$ cat config.mk
export PLATFORM = sky130hd
export DESIGN_NAME = fifo_burst_reader_flat
export DESIGN_NICKNAME = d
export VERILOG_FILES = /design/src/rtl/fifo_burst_reader_if.sv /design/src/rtl/fifo_burst_reader.sv /design/src/flat_wrapper.sv
export SDC_FILE = /design/constraint.sdc
export NUM_CORES = 1
export LEC_CHECK = 0
export BUFFER_PORTS_ARGS = -buffer_cell sky130_fd_sc_hd__buf_2
export CAP_MARGIN = 20
export CORE_UTILIZATION = 28
export CTS_CLUSTER_DIAMETER = 80
export DETAILED_ROUTE_END_ITERATION = 16
export PLACE_DENSITY = 0.57
export RECOVER_POWER = 25
export SETUP_SLACK_MARGIN = 0.5
export SKIP_CTS_REPAIR_TIMING = 1
export SLEW_MARGIN = 40
export SYNTH_ARGS = -nofsm -noshare
export SYNTH_HDL_FRONTEND = slang
export SYNTH_SLANG_ARGS = --single-unit
$ cat constraint.sdc
create_clock -name clk -period 1.7 [get_ports clk]
set_input_delay 0.17 -clock clk [delete_from_list [all_inputs] [get_ports clk]]
set_output_delay 0.17 -clock clk [all_outputs]
set_load 0.02 [all_outputs]
$ cat src/rtl/fifo_burst_reader_if.sv
// Read-side bundle: fall-through FIFO pop port plus the framed valid/ready output stream.
// Latency: none, wires only.
// Backpressure: m_ready from the consumer; fifo_rempty from the FIFO.
interface fifo_burst_reader_if #(
  parameter int DWIDTH = 8
);
  logic              fifo_r_en;
  logic [DWIDTH-1:0] fifo_rdata;
  logic              fifo_rempty;
  logic              m_valid;
  logic              m_ready;
  logic [DWIDTH-1:0] m_data;
  logic              m_last;

  // Reader side: pops the FIFO and drives the stream.
  modport master (
    output fifo_r_en,
    input  fifo_rdata,
    input  fifo_rempty,
    output m_valid,
    output m_data,
    output m_last,
    input  m_ready
  );

  // Environment side: FIFO read port and stream consumer.
  modport slave (
    input  fifo_r_en,
    output fifo_rdata,
    output fifo_rempty,
    input  m_valid,
    input  m_data,
    input  m_last,
    output m_ready
  );
endinterface

$ cat src/rtl/fifo_burst_reader.sv
// Pops a fall-through FIFO into a 2-entry buffer and emits BURST_LEN-word bursts with m_last framing.
// Latency: first beat valid 1 cycle after the first fifo_r_en; 1 word/cycle sustained.
// Backpressure: m_ready only gates the buffer drain; pops stop at cnt=2, never from m_ready directly.
// Optional FIFO_BURST_READER_PAD_EN: pads a starved burst with PAD_VALUE after TIMEOUT idle cycles.
module fifo_burst_reader #(
  parameter int                DWIDTH    = 8,
  parameter int                BURST_LEN = 4,
  parameter int                TIMEOUT   = 16,
  parameter logic [DWIDTH-1:0] PAD_VALUE = '0
) (
  input  logic               clk,
  input  logic               rst_n,
  input  logic               enable,
  fifo_burst_reader_if.master bus,
  output logic               burst_done,
  output logic               pad_active
);
  localparam int            PW        = (BURST_LEN > 1) ? $clog2(BURST_LEN) : 1;
  localparam logic [PW-1:0] LAST_BEAT = PW'(BURST_LEN - 1);

  if (BURST_LEN < 2) begin : g_bad_burst_len
    $error("fifo_burst_reader: BURST_LEN must be at least 2");
  end
  if (TIMEOUT < 1) begin : g_bad_timeout
    $error("fifo_burst_reader: TIMEOUT must be at least 1");
  end

  // Buffer: entry 0 is the head presented on the stream, entry 1 holds the next word.
  logic [1:0]        cnt;
  logic [DWIDTH-1:0] dat0, dat1;
  logic              last0, last1;
  logic [PW-1:0]     pull_cnt;

  logic              pull;
  logic              pad_load;
  logic              load;
  logic              load_last;
  logic [DWIDTH-1:0] load_dat;
  logic              xfer;
  logic              not_pad;

`ifdef FIFO_BURST_READER_PAD_EN
  localparam int            IW       = $clog2(TIMEOUT + 1);
  localparam logic [IW-1:0] IDLE_MAX = IW'(TIMEOUT);

  typedef enum logic [1:0] {IDLE, STREAM, PAD} state_t;

  state_t        state;
  logic [IW-1:0] idle_cnt;

  assign not_pad    = (state != PAD);
  assign pad_load   = (state == PAD) && (cnt != 2'd2);
  assign pad_active = (state == PAD);
`else
  // Without padding the burst is open exactly when pull_cnt != 0, so no separate state is kept.
  assign not_pad    = 1'b1;
  assign pad_load   = 1'b0;
  assign pad_active = 1'b0;
`endif

  // rst_n is in the pop term so the strobe drops the moment reset asserts, not at the next edge.
  assign pull      = rst_n & enable & ~bus.fifo_rempty & (cnt != 2'd2) & not_pad;
  assign load      = pull | pad_load;
  assign load_last = (pull_cnt == LAST_BEAT);
  assign load_dat  = pad_load ? PAD_VALUE : bus.fifo_rdata;
  assign xfer      = (cnt != 2'd0) & bus.m_ready;

  assign bus.fifo_r_en = pull;
  assign bus.m_valid   = (cnt != 2'd0);
  assign bus.m_data    = dat0;
  assign bus.m_last    = last0;

  // Buffer occupancy and ordering: load into the first free slot, shift on transfer.
  always_ff @(posedge clk or negedge rst_n) begin
    if (!rst_n) begin
      cnt   <= 2'd0;
      dat0  <= '0;
      dat1  <= '0;
      last0 <= 1'b0;
      last1 <= 1'b0;
    end else begin
      case (cnt)
        2'd0: begin
          if (load) begin
            dat0  <= load_dat;
            last0 <= load_last;
            cnt   <= 2'd1;
          end
        end
        2'd1: begin
          if (load && xfer) begin
            dat0  <= load_dat;
            last0 <= load_last;
          end else if (xfer) begin
            cnt <= 2'd0;
          end else if (load) begin
            dat1  <= load_dat;
            last1 <= load_last;
            cnt   <= 2'd2;
          end
        end
        default: begin
          if (xfer) begin
            dat0  <= dat1;
            last0 <= last1;
            cnt   <= 2'd1;
          end
        end
      endcase
    end
  end

  // Framing counter: advances per load so m_last is fixed when a word enters the buffer.
  always_ff @(posedge clk or negedge rst_n) begin
    if (!rst_n) begin
      pull_cnt <= '0;
    end else if (load) begin
      pull_cnt <= load_last ? '0 : pull_cnt + PW'(1);
    end
  end

  // One-cycle pulse after the final beat of a burst is accepted.
  always_ff @(posedge clk or negedge rst_n) begin
    if (!rst_n) begin
      burst_done <= 1'b0;
    end else begin
      burst_done <= xfer & last0;
    end
  end

`ifdef FIFO_BURST_READER_PAD_EN
  // Burst FSM with starvation timer; only a starved, enabled open burst escalates to padding.
  always_ff @(posedge clk or negedge rst_n) begin
    if (!rst_n) begin
      state    <= IDLE;
      idle_cnt <= '0;
    end else begin
      case (state)
        IDLE: begin
          idle_cnt <= '0;
          if (load && !load_last) state <= STREAM;
        end
        STREAM: begin
          if (load) begin
            idle_cnt <= '0;
            if (load_last) state <= IDLE;
          end else if (!enable) begin
            idle_cnt <= '0;
          end else if (idle_cnt == IDLE_MAX) begin
            idle_cnt <= '0;
            state    <= PAD;
          end else if (bus.fifo_rempty) begin
            idle_cnt <= idle_cnt + IW'(1);
          end
        end
        PAD: begin
          idle_cnt <= '0;
          if (pad_load && load_last) state <= IDLE;
        end
        default: begin
          idle_cnt <= '0;
          state    <= IDLE;
        end
      endcase
    end
  end
`endif

endmodule
$ cat src/flat_wrapper.sv
// flat-port wrapper written by rule: the top's interface ports become plain ports
module fifo_burst_reader_flat 
#(
  parameter int                DWIDTH    = 8,
  parameter int                BURST_LEN = 4,
  parameter int                TIMEOUT   = 16,
  parameter logic [DWIDTH-1:0] PAD_VALUE = '0
)
  (clk, rst_n, enable, burst_done, pad_active, bus_fifo_r_en, bus_fifo_rdata, bus_fifo_rempty, bus_m_valid, bus_m_data, bus_m_last, bus_m_ready);
  fifo_burst_reader_if #(.DWIDTH(DWIDTH)) bus_i ();
  input  logic clk;
  input  logic rst_n;
  input  logic enable;
  output logic burst_done;
  output logic pad_active;
  output wire logic [$bits(bus_i.fifo_r_en)-1:0] bus_fifo_r_en;
  input wire logic [$bits(bus_i.fifo_rdata)-1:0] bus_fifo_rdata;
  input wire logic [$bits(bus_i.fifo_rempty)-1:0] bus_fifo_rempty;
  output wire logic [$bits(bus_i.m_valid)-1:0] bus_m_valid;
  output wire logic [$bits(bus_i.m_data)-1:0] bus_m_data;
  output wire logic [$bits(bus_i.m_last)-1:0] bus_m_last;
  input wire logic [$bits(bus_i.m_ready)-1:0] bus_m_ready;
  assign bus_fifo_r_en = bus_i.fifo_r_en;
  assign bus_i.fifo_rdata = bus_fifo_rdata;
  assign bus_i.fifo_rempty = bus_fifo_rempty;
  assign bus_m_valid = bus_i.m_valid;
  assign bus_m_data = bus_i.m_data;
  assign bus_m_last = bus_i.m_last;
  assign bus_i.m_ready = bus_m_ready;
  fifo_burst_reader #(.DWIDTH(DWIDTH), .BURST_LEN(BURST_LEN), .TIMEOUT(TIMEOUT), .PAD_VALUE(PAD_VALUE)) u_core (.clk(clk), .rst_n(rst_n), .enable(enable), .bus(bus_i), .burst_done(burst_done), .pad_active(pad_active));
endmodule
---- Word level (Yosys, flattened, before mapping) ----
Index checks and enable logic that the tools add are counted.
cells by class
  multipliers ............................. 0
  equality and inequality tests ........... 7
  muxes and demuxes ....................... 15
  bitwise operators ....................... 8
  div/mod/pow operators ................... 0
  $lt $le $gt $ge ......................... 0
  reductions and logical operators ........ 7
  add/subtract/negate cells ............... 1
  shift-type cells ........................ 0
operators by type and width
  cell                                           number
  2-to-1 mux 8 bit                               3
  case mux 8 bit (2 select lines)                1
  2-to-1 mux 2 bit                               6
  AND reduction 4 bit                            2
  AND 1 bit                                      5
  != test 2 x 1 -> 1 bit, second input constant  2
  != test 2 bit, second input constant           2
  case mux 2 bit (2 select lines)                1
  2-to-1 mux 1 bit                               3
  != test 3 x 1 -> 1 bit, second input constant  1
  inverter 1 bit                                 3
  AND reduction 3 bit                            1
  nonzero test 3 bit                             1
  adder 2 x 1 -> 2 bit, second input constant    1
  == test 2 x 1 -> 1 bit, second input constant  1
  == test 2 bit, second input constant           1
  logical NOT 2 bit                              1
  case mux 1 bit (2 select lines)                1
  nonzero test 2 bit                             1
  logical AND 1 bit                              1
storage, ports and cells
  memories ................................ 0
  output and inout port bits .............. 13
  input bits .............................. 13
  ROM bits ................................ 0
  memory bits (writable) .................. 0
  register bits after elaboration ......... 23
  word-level logic and storage cells ...... 45
  bits in latches ......................... 0

---- Logic depth before layout (Yosys ltp) ----
  word-level depth ........................ 7
  mapped depth ............................ 4
  gate-level depth less buffers ........... 3

---- Worst setup path before layout ----
OpenSTA, ideal clock, no wires.
  path type ............................... reg-to-reg
  start ................................... register u_core.cnt[1]
  end ..................................... register u_core.pull_cnt[0]
  library setup time ...................... 125 ps
  path buffers ............................ 1
  slack ................................... 155 ps
  stages on the path, launching flop included .. 4
  arrival ................................. 1420 ps
  period minus slack after synthesis ...... 1545 ps
  required time ........................... 1575 ps
  cells stage by stage .................... dfrtp_1 buf_2 a21oi_1 mux2_2
between the ends
  cells in the longest elaborated chain, start to end .. 2
RTL lines
  item                      RTL line                  text
  start: declaration        fifo_burst_reader.sv:29   logic [1:0] cnt;
  start signal: assignment  fifo_burst_reader.sv:76   cnt <= 2'd0;
  start signal: assignment  fifo_burst_reader.sv:87   cnt <= 2'd1;
  start signal: assignment  fifo_burst_reader.sv:95   cnt <= 2'd0;
  != test 2 bit             fifo_burst_reader.sv:62   assign pull = rst_n & enable & ~bus.fifo_rempty & (cnt != 2'd2) & not_pad;
  AND 1 bit                 fifo_burst_reader.sv:62
  named net bus_fifo_r_en   flat_wrapper.sv:16        output wire logic [$bits(bus_i.fifo_r_en)-1:0] bus_fifo_r_en;
  end signal: assignment    fifo_burst_reader.sv:118  pull_cnt <= load_last ? '0 : pull_cnt + PW'(1);
  end: declaration          fifo_burst_reader.sv:32   logic [PW-1:0] pull_cnt;
The timed path passes the listed nets, and every way through them passes these cells.
A chain may end at the register's enable or synchronous reset.

---- Worst setup path after layout ----
  start ................................... register u_core.cnt[1]
  end ..................................... register u_core.dat1[5]
between the ends
  cells in the longest elaborated chain, start to end .. 5
  elaborated cells on any way between the ends .. 9
  classes of those cells .................. eq/ne (2); bitwise (4); reduce/logical (3)
RTL lines
  item                                                 RTL line                                          text
  != test 2 bit or nonzero test 2 bit (tied branches)  fifo_burst_reader.sv:62, fifo_burst_reader.sv:66
  AND 1 bit (on tied branches)                         fifo_burst_reader.sv:62, fifo_burst_reader.sv:66
  logical AND 1 bit                                    fifo_burst_reader.sv:91                           if (load && xfer) begin
  inverter 1 bit (no line)                             --
  AND reduction 4 bit (no line) (*)                    --
  end signal: assignment                               fifo_burst_reader.sv:97                           dat1 <= load_dat;
  end: declaration                                     fifo_burst_reader.sv:30                           logic [DWIDTH-1:0] dat0, dat1;
Mark *: on every way between the ends. The rest lies on a longest branch, timed or not.

==> metrics.md <==
| Metric | Value |
|---|---|
| Synthesized Nets | `87` |
| Number of nets in the layout | `124` |
| Clk_lat worst skew | `0.26 ns` |
| Die width | `64.1 µm` |
| GRT overflow | `0` |
| Gate Count Post-Synth | `73` |
| Logic pwr share | `0.299` |
| Core area | `3690 µm²` |
| Most frequent cells in the layout | `22 x buf_2, 22 x dfrtp_1, 21 x mux2_2` |
| Synth warn | `0` |
| Worst EP required | `1.86 ns` |
| Compound-gate portion of the synthesized area | `0.0220` |
| Largest family of logic cells by synthesized area | `multiplexers` |
| Row count | `22` |
| Sequential fraction of the synthesis area | `0.533` |
| Drt initial violations | `14` |
| I/O pin cnt | `26` |
| Dpl cells | `146` |
| Cell Area, Synth | `1080 µm²` |
| CP startpoint kind | `flop` |
| Via count | `699` |
| Post-synthesis mux area share | `0.330` |
| Pin count of the biggest net entering global routing | `24` |
| Layout cells sized above 1 | `0.679` |
| Syn avg cell area | `14.8 µm²` |
| Critical Path AT | `1.62 ns` |
| Max-slew violation total from the final report | `0` |
| Crit-path max FO | `6` |
| Worst slew margin | `0.617` |
| CTS tree | `done` |
| GRT Util Overall | `0.104` |
| Fillers | `374` |
| Tot Pwr | `1.60 mW` |
| Pwr/cell area | `1140 nW/µm²` |
| First-pass GRT wire length | `3220 µm` |
| Initial Util | `0.293` |
| Placed cell areas | `1270 µm²` |
| Unrepaired setup endpoints after global routing | `true` |
| Net switching power | `0.482 mW` |
| Routability cong. | `0.691` |
| Seq pwr share | `0.486` |
| Die Y | `64.1 µm` |
| Final Critical Period | `1.46 ns` |
| Clock transition at path regs | `0.08 ns` |
| Area share of fa/ha/maj cells after synthesis | `0.0116` |
| Routed WL | `2030 µm` |
| Leakage | `0.707 nW` |
| Clock share of power | `0.215` |
| Clock Skews | `0.00112 ns` |
| Worst slew pin tran | `0.575 ns` |
| Max clock buf depth | `2` |
| WL/cell | `13.0 µm` |
| Vias per Instance | `4.45` |
| XOR/XNOR Fraction of Synth Area | `0` |
| Finished Core Util | `0.379` |
| Final Setup Violations | `0` |
| Multi-input gate area | `493 µm²` |
| Register Area | `577 µm²` |
| DRC | `0` |
| Clock sinks | `23` |
| #FFs+latches synth | `23` |
| Number of global-route vias before repair | `682` |
| DR pass1 iterations | `3` |
| Synth cell types | `20` |
| Root Driver | `clkbuf_8` |
| Fmax | `684 MHz` |
| Final Cell Area | `1400 µm²` |
| Antenna viol nets, final | `0` |
| Worst Setup End Kind | `flop` |
| Antenna cells | `0` |
| H-tree levels | `1` |
| Layout area overhead | `29.5%` |
| Pint | `1.12 mW` |
| Hpwl dp | `1380 µm` |
| Peak supply drop | `0.000692 V` |
| Final hold viol count | `0` |
| Layout Cells excl Fill | `157` |
| CTS Buf Count | `3` |
| Hold Crit Class | `in -> reg` |
| Switching fraction of total power | `0.301` |
| Status | `complete, no violations` |
| WS Path Type | `reg -> reg` |
| Max-Cap Viols | `0` |
| Setup TNS | `0 ns` |
| Full die area | `4110 µm²` |
| IO buf count | `24` |
| Initial antenna violation count | `0` |
| Period utilization | `0.860` |
| Simple-Gate Fraction of Synth Area | `0.0626` |
==> through the flow <==
stage	hold WS, ns	setup slack [ns]
after floorplan	-0.126	0.214
after global placement	0.232	0.214
after detailed placement	0.230	0.175
after CTS	-0.0687	0.151
after global routing	0.138	0.199
final	0.140	0.238
==> worst paths after layout <==
kind / from / endpoint / slack, ns / cells past startpoint
worst max-delay path: u_core.cnt[1]$_DFFE_PN0P_ / u_core.dat1[5]$_DFFE_PN0P_ / 0.24 / 2
worst min-delay path: bus_fifo_rdata[7] / u_core.dat1[7]$_DFFE_PN0P_ / 0.14 / 2
worst max register to register: u_core.cnt[1]$_DFFE_PN0P_ / u_core.dat1[5]$_DFFE_PN0P_ / 0.24 / 2
worst min register to register: u_core.bus.m_data[0]$_DFFE_PN0P_ / u_core.bus.m_data[0]$_DFFE_PN0P_ / 0.51 / 1
max in group asynchronous: rst_n / u_core.cnt[1]$_DFFE_PN0P_ / 0.67 / 3
min in group asynchronous: rst_n / u_core.burst_done$_DFF_PN0_ / 0.62 / 3
==> final cells by class <==
type                            count  area share
Clock buffer                        3      0.0295
Tap cell                           48      0.0429
Inverter                            3     0.00805
Timing Repair Buffer               35       0.151
Clock inverter                      1     0.00358
Multi-Input combinational cell     44       0.352
Sequential cell                    23       0.412
==> state kept, by name, summed over array words and instances, names as in the netlist <==
register           cells
u_core.bus.m_data      8
u_core.pull_cnt        2
u_core.burst_done      1
u_core.dat1            8
u_core.last1           1
u_core.cnt             2
u_core.bus.m_last      1
==> Yosys cell counts, drive strengths merged <==
cell | number | area, µm²
a21oi | 1 | 5.00
a2bb2oi | 1 | 8.76
and3 | 2 | 13.8
buf | 4 | 28.8
conb | 1 | 3.75
dfrtp | 23 | 576
ha | 1 | 12.5
inv | 3 | 11.3
mux2 | 29 | 357
nand2 | 1 | 3.75
nand2b | 1 | 6.26
nand3 | 1 | 5.00
nand3b | 1 | 20.0
nor2 | 2 | 7.51
o2bb2a | 1 | 10.0
or4 | 1 | 11.3
==> worst max-delay path, cell delays in order (launching register included) <==
cell and delay [ns]:
dfrtp_2 0.45, or4_4 0.58, mux2_4 0.33
==> power groups by stage <==
stage	clock network [mW]	logic [mW]	registers, mW
2_1_floorplan	0	0.242	0.856
3_3_place_gp	0	0.453	0.780
3_5_place_dp	0	0.463	0.787
4_1_cts	0.360	0.464	0.778
5_1_grt	0.376	0.517	0.800
6_report	0.344	0.478	0.777
==> metal layers <==
layer	part of all wire	global-route usage	up-vias
li1	-	-	329
met5	0	0	-
met3	0.049	0.0393	0
met4	0	0.0167	0
met1	0.45	0.123	354
met2	0.50	0.182	16
==> cell families after synthesis <==
logic type / count (synthesis)
multiplexers: 29
buffers and inverters: 7
AND/OR/NAND/NOR: 9
AO/OA/AOI/OAI: 3
adder cells (fa/ha/maj): 1
other: 1
flip-flops: 23
No activity file was read; power rests on OpenSTA's default activity.
